--- config.mk ---
export PLATFORM = sky130hd
export DESIGN_NAME = serv_alu_ds
export DESIGN_NICKNAME = d
export VERILOG_FILES = /design/src/rtl/serv_alu_ds.sv
export SDC_FILE = /design/constraint.sdc
export NUM_CORES = 1
export LEC_CHECK = 0
export ABC_CLOCK_PERIOD_IN_PS = 3800
export CORE_MARGIN = 3
export CORE_UTILIZATION = 50
export DETAILED_ROUTE_END_ITERATION = 10
export GPL_TIMING_DRIVEN = 0
export PLACE_DENSITY = 0.7
export SLEW_MARGIN = 20
export SYNTH_ARGS = -nofsm -noshare
export SYNTH_HDL_FRONTEND = slang
export SYNTH_SLANG_ARGS = --single-unit
--- constraint.sdc ---
create_clock -name clk -period 3.8 [get_ports clk]
set_clock_uncertainty 0.05 [all_clocks]
set_input_delay 0.76 -clock clk [delete_from_list [all_inputs] [get_ports clk]]
set_output_delay 0.76 -clock clk [all_outputs]
set_load 0.005 [all_outputs]
--- src/rtl/serv_alu_ds.sv ---
// serv_alu_ds: digit-serial ALU (W bits/cycle, LSB first); optional o_ovf via SERV_ALU_OVF_EN
module serv_alu_ds #(
  parameter int W    = 1,
  parameter int XLEN = 32
) (
  input  logic         clk,
  input  logic         i_rst,
  input  logic         i_start,
  input  logic [3:0]   i_op,
  input  logic         i_en,
  input  logic [W-1:0] i_rs1,
  input  logic [W-1:0] i_rs2,
  input  logic [W-1:0] i_imm,
  input  logic         i_op_b_rs2,
  output logic [W-1:0] o_rd,
  output logic         o_rd_vld,
  output logic         o_cmp,
  output logic         o_busy,
  output logic         o_done
`ifdef SERV_ALU_OVF_EN
  , output logic       o_ovf
`endif
);
  localparam int N  = XLEN / W;
  localparam int CW = (N > 1) ? $clog2(N) : 1;
  localparam int SW = $clog2(XLEN);
  typedef enum logic [1:0] {IDLE, PASS1, PASS2} state_t;
  state_t state, state_nxt;
  logic [3:0]      op;
  logic [CW-1:0]   cnt;
  logic            carry, eq, lt;
  logic [XLEN-1:0] sbuf;
  logic [SW-1:0]   shamt;
  logic is_add, is_sub, is_slt, is_sltu, is_and, is_or, is_xor, is_eq, is_sll, is_srl, is_sra;
  logic cmp_op, two_pass, acc, last, eq_nxt, lt_nxt;
  logic [W-1:0]    b, bx, msk, ua, ub, p1_rd, p2_rd;
  logic [W:0]      sum;
  logic [XLEN-1:0] sra_v, sh, shd, bext;
  assign is_add   = op == 4'd0;
  assign is_sub   = op == 4'd1;
  assign is_slt   = op == 4'd2;
  assign is_sltu  = op == 4'd3;
  assign is_and   = op == 4'd4;
  assign is_or    = op == 4'd5;
  assign is_xor   = op == 4'd6;
  assign is_eq    = op == 4'd7;
  assign is_sll   = op == 4'd8;
  assign is_srl   = op == 4'd9;
  assign is_sra   = op == 4'd10;
  assign cmp_op   = is_slt | is_sltu;
  assign two_pass = cmp_op | is_sll | is_srl | is_sra;
  assign acc      = i_en & (state != IDLE);
  assign last     = cnt == CW'(N - 1);
  assign b        = i_op_b_rs2 ? i_rs2 : i_imm;
  assign bx       = is_sub ? ~b : b;
  // carry-in is forced high on digit 0 of a subtract to form the two's complement
  assign sum      = {1'b0, i_rs1} + {1'b0, bx} + (W+1)'(carry | (is_sub & (cnt == '0)));
  // flipping the sign bit on the top digit turns the unsigned digit compare into a signed one
  assign msk      = W'(is_slt & last) << (W - 1);
  assign ua       = i_rs1 ^ msk;
  assign ub       = b ^ msk;
  assign lt_nxt   = (ua != ub) ? (ua < ub) : lt;
  assign eq_nxt   = eq & (i_rs1 == b);
  assign sra_v    = $signed(sbuf) >>> shamt;
  assign sh       = is_sll ? sbuf << shamt : is_sra ? sra_v : sbuf >> shamt;
  assign shd      = sh >> (cnt * W);
  assign bext     = XLEN'(b) << (cnt * W);
  assign p1_rd    = is_and ? i_rs1 & b : is_or ? i_rs1 | b : is_xor ? i_rs1 ^ b : sum[W-1:0];
  assign p2_rd    = cmp_op ? ((cnt == '0) ? W'(lt) : '0) : shd[W-1:0];
  assign o_rd_vld = i_en & ((state == PASS2) |
                    ((state == PASS1) & (is_add | is_sub | is_and | is_or | is_xor)));
  assign o_rd     = o_rd_vld ? ((state == PASS2) ? p2_rd : p1_rd) : '0;
  assign o_done   = acc & last & ((state == PASS2) | ~two_pass);
  assign o_busy   = state != IDLE;
  // state register
  always_ff @(posedge clk)
    if (i_rst) state <= IDLE;
    else       state <= state_nxt;
  // next state: a pass ends on its last accepted digit
  always_comb begin
    state_nxt = state;
    if (state == IDLE) state_nxt = i_start ? PASS1 : IDLE;
    else if (acc & last) state_nxt = ((state == PASS1) & two_pass) ? PASS2 : IDLE;
  end
  // datapath: counter, carry, compare flags, shift buffer and shift amount
  always_ff @(posedge clk)
    if (i_rst) begin
      op    <= '0;
      cnt   <= '0;
      carry <= 1'b0;
      eq    <= 1'b1;
      lt    <= 1'b0;
      o_cmp <= 1'b0;
      sbuf  <= '0;
      shamt <= '0;
    end else if (state == IDLE) begin
      if (i_start) begin
        op    <= (i_op > 4'd10) ? 4'd0 : i_op;
        cnt   <= '0;
        carry <= 1'b0;
        eq    <= 1'b1;
        lt    <= 1'b0;
        o_cmp <= 1'b0;
        shamt <= '0;
      end
    end else if (i_en) begin
      cnt <= last ? '0 : cnt + CW'(1);
      if (state == PASS1) begin
        carry <= last ? 1'b0 : sum[W];
        eq    <= eq_nxt;
        lt    <= lt_nxt;
        sbuf  <= (XLEN'(i_rs1) << (XLEN - W)) | (sbuf >> W);
        shamt <= shamt | bext[SW-1:0];
      end
      if (o_done) o_cmp <= is_eq ? eq_nxt : cmp_op ? lt : 1'b0;
    end
`ifdef SERV_ALU_OVF_EN
  logic c_msb;
  assign c_msb = i_rs1[W-1] ^ bx[W-1] ^ sum[W-1];
  // signed overflow: carry into the MSB differs from carry out of it
  always_ff @(posedge clk)
    if (i_rst) o_ovf <= 1'b0;
    else if ((state == IDLE) & i_start) o_ovf <= 1'b0;
    else if (o_done) o_ovf <= (is_add | is_sub) & (c_msb ^ sum[W]);
`endif
endmodule

==> results.txt <==
----------------------------------------------------
[Status]
  Result of the run ... complete, but fails checks
  Violations in the final reports ... setup timing

[Place]
  Gpl congestion ... ~1.1
  DPL Wire Length ... between 20 and 25 mm
  Port bufs ... 16

[Min path]
  Hold crit path type ... reg -> reg

[Routing]
  Pre-antenna DRT Iters ... 5
  Number of nets with antenna violations after routing ... 0
  Via count ... ~8,400
  Post-route DRC ... 0
  Total wire length ... approximately 33 mm
  Avg WL per Cell ... 29.6 um
  Starting DRT DRC Count ... roughly 1,300
  Via-to-Cell Ratio ... about 7.5

[Global routing]
  Overall global routing resource usage ... ~41%
  Overflow left after global routing ... 0
  Via count of the first global-routing pass ... approximately 7,900
  Largest net degree at the start of global routing ... 19
  Antenna violations before repair ... 2
  First-pass GRT wire length ... 49.6 mm

[Layout]
  # nets final ... between 900 and 1,000
  Fraction of final layout cells with drive strength greater than 1 ... between 20% and 30%
  Highest-count cells in the layout ignoring fill and taps ... sky130_fd_sc_hd__nand2_1 (139), sky130_fd_sc_hd__a21oi_1 (73), sky130_fd_sc_hd__nor2_1 (65), sky130_fd_sc_hd__mux4_2 (50), sky130_fd_sc_hd__dfxtp_1 (45)
  Area growth from synthesis to layout ... 18.6%
  Share of the core filled with cells ... 60.9%
  Most common library cell in the layout ignoring fill and taps ... sky130_fd_sc_hd__nand2_1
  Number of fill cells ... about 1,200

[CTS]
  Hold buffer count at CTS ... 0
  Clock edge transition at the registers on the reported setup and hold paths ... about 80 ps
  Clock buffers created by TritonCTS ... 5
  Clk root buf ... sky130_fd_sc_hd__clkbuf_16
  TritonCTS clock tree ... yes
  Sink count of the clock tree ... 52
  Insertion delay of the later-clocked pin in the worst-skew pair ... approximately 320 ps
  H-tree levels ... 2
  Number of buffers between clock root and the deepest sink ... 2

[Timing]
  Final worst-path cycle share ... 108%
  Sum of negative setup slack ... -308 ps
  Max Slew Vio Count ... 0
  Final hold violations ... 0
  Tightest Pin Transition ... between 900 and 1000 ps
  Final setup violating endpoints ... 1
  Final critical-path setup slack ... -308 ps
  Maximum clock frequency ... 243 MHz
  Headroom to the max-slew limit ... about a third
  RSZ-0062 raised after global routing ... yes
  Final min period ... a little over 4000 ps

[Floorplanning]
  Horizontal die dimension ... approximately 130 um
  Initial core utilization ... between 50% and 60%
  Ports ... 17
  Full die area ... 15,800 um2
  Core Region ... approximately 14,000 um2
  Site row count ... 43
  Chip Height ... roughly 130 um

[Logic synthesis]
  Avg Synthesized Cell Area ... ~8.1 um2
  Synthesized instance count ... roughly 880
  Cell area after technology mapping ... 7160 um2
  Number of library cell types mapped by synthesis ... 79
  Total of flip-flops plus latches after synthesis ... 52
  Sequential fraction of the synthesis area ... about 15%
  Warning count from the yosys run ... 0
  EDFF count, synth ... 0
  Async set-or-reset flop fraction in the synthesized netlist ... 0%
  Primary flip-flop cell chosen by synthesis mapping ... sky130_fd_sc_hd__dfxtp_1
  Post-synth net total ... 902

[Pwr]
  Design Power ... 1.39 mW
  Leakage power summed over all cells ... between 2 and 3 nW
  Ratio of total power to cell area ... 164 nW/um2
  Peak supply drop ... ~0.00018 V

[Worst setup path]
  Required arrival time at the worst endpoint ... around 3000 ps
  Data arrival time of the critical path ... 3300 ps
  Kind of capture point of the worst setup path ... output pin
  Crit path max fanout ... 11
  Category of the worst setup path launch point ... flip-flop
  Class of the most critical setup path ... reg -> out

[Run]
  Number of max-cap violations ... 0

----------------------------------------------------
## area by class of cell
cell class | count | area (um2) | share of cell area (%)
inverter | 17 | 85.1 | 1.00
multi-input combinational | 708 | 5810 | 68.4
sequential | 52 | 1060 | 12.5
timing repair buffer | 45 | 415 | 4.89
buffer | 103 | 738 | 8.70
antenna | 1 | 2.50 | 0.0295
tap | 180 | 225 | 2.65
clock buffer | 5 | 125 | 1.47
clock inverter | 3 | 26.3 | 0.310
## power by group
group	total, mW	internal [mW]	switching, mW
Combinational	0.347	0.141	0.206
Sequential	0.554	0.548	0.00624
Clock	0.492	0.250	0.242
Total	1.39	0.939	0.454
## logic make-up (layout without fill, tap and decap cells)
kind of cell             after synthesis  after routing  synth area share (%)
AND/OR/NAND/NOR                      331            331                  22.0
AO/OA/AOI/OAI                        230            230                  21.7
multiplexers                         140            140                  31.8
buffers and inverters                124            173                  8.64
flip-flops                            52             52                  14.5
adder cells (fa/ha/maj)                6              6                  1.15
XOR/XNOR                               1              1                 0.122
other                                  0              1                     0
## metal layers
metal	wire, um	global-route usage, %	vias up	part of all wire, %
li1	-	-	3460	-
met1	12300	52.7	3996	37
met2	14000	60.7	728	43
met3	4260	11.2	177	13
met4	2380	25.2	2	7.2
met5	13	0	-	0.039
## path summary, 6_finish.rpt
check | startpoint | slack, ps | to | depth (start not counted)
worst min-delay path | eq$_SDFFE_PP1P_ | 410 | eq$_SDFFE_PP1P_ | 1
worst min register to register | eq$_SDFFE_PP1P_ | 410 | eq$_SDFFE_PP1P_ | 1
worst max register to register | cnt[3]$_SDFFE_PP0P_ | 1540 | lt$_SDFFE_PP0P_ | 9
worst max-delay path | shamt[1]$_SDFFE_PP0P_ | -310 | o_rd | 14
## what timing repair did
action,CTS,global route
pin swaps,22,19
setup buffers,20,6
gates cloned,0,2
setup endpoints to repair,1,1
gates resized for setup,125,61
## metrics by stage
stage,cell area (um2),hold WS [ps],setup WS [ps],std cells
2_1_floorplan,7170,376,8.95,884
3_3_place_gp,7550,386,-1420,1080
3_5_place_dp,7560,391,-1450,1081
4_1_cts,8250,409,-217,1106
5_1_grt,8490,452,-374,1113
6_report,8490,411,-308,1114
## Yosys cell counts (6+ instances only)
cell	instances	share of area [%]
sky130_fd_sc_hd__mux2_2	27	4.2
sky130_fd_sc_hd__nor4_1	6	0.52
sky130_fd_sc_hd__nor3_1	17	1.2
sky130_fd_sc_hd__mux4_2	45	14
sky130_fd_sc_hd__nand3_1	20	1.4
sky130_fd_sc_hd__a211oi_1	19	2.0
sky130_fd_sc_hd__nand4_1	9	0.79
sky130_fd_sc_hd__and2_1	11	0.96
sky130_fd_sc_hd__a31oi_1	8	0.70
sky130_fd_sc_hd__a311oi_1	8	0.98
sky130_fd_sc_hd__mux2i_1	51	7.1
sky130_fd_sc_hd__o211ai_1	12	1.3
sky130_fd_sc_hd__buf_4	8	0.84
sky130_fd_sc_hd__o221ai_1	6	0.73
sky130_fd_sc_hd__nor2_1	66	3.5
sky130_fd_sc_hd__a22oi_1	8	0.84
sky130_fd_sc_hd__o22ai_1	6	0.52
sky130_fd_sc_hd__buf_6	6	0.94
sky130_fd_sc_hd__and3_1	9	0.79
sky130_fd_sc_hd__buf_2	18	1.3
sky130_fd_sc_hd__mux4_1	17	6.2
sky130_fd_sc_hd__nand3b_1	6	0.63
sky130_fd_sc_hd__nand2_1	141	7.4
sky130_fd_sc_hd__dfxtp_1	52	15
sky130_fd_sc_hd__buf_1	7	0.37
sky130_fd_sc_hd__inv_1	14	0.73
sky130_fd_sc_hd__o21ai_0	25	1.7
sky130_fd_sc_hd__nor2b_1	11	0.96
sky130_fd_sc_hd__clkbuf_1	64	3.4
sky130_fd_sc_hd__o31ai_1	9	0.94
sky130_fd_sc_hd__a21oi_1	76	5.3
sky130_fd_sc_hd__nand2b_1	8	0.70
## registers in the layout, indices dropped and copies added, names as in the netlist
name,count
lt,1
cnt,5
state,2
sbuf,32
shamt,5
carry,1
eq,1
op,4
o_cmp,1
## critical path, cell delays in order (launching register included)
cell	delay, ps
sky130_fd_sc_hd__dfxtp_4	370
sky130_fd_sc_hd__buf_12	160
sky130_fd_sc_hd__buf_12	150
sky130_fd_sc_hd__buf_12	140
sky130_fd_sc_hd__buf_12	150
sky130_fd_sc_hd__buf_12	150
sky130_fd_sc_hd__mux2i_1	130
sky130_fd_sc_hd__a32oi_2	230
sky130_fd_sc_hd__nand4_1	220
sky130_fd_sc_hd__a221oi_2	370
sky130_fd_sc_hd__o41ai_2	100
sky130_fd_sc_hd__a211oi_2	340
sky130_fd_sc_hd__o31ai_1	140
sky130_fd_sc_hd__a211oi_1	200
sky130_fd_sc_hd__buf_2	140
Note: power is estimated with default switching activity, not from simulation.
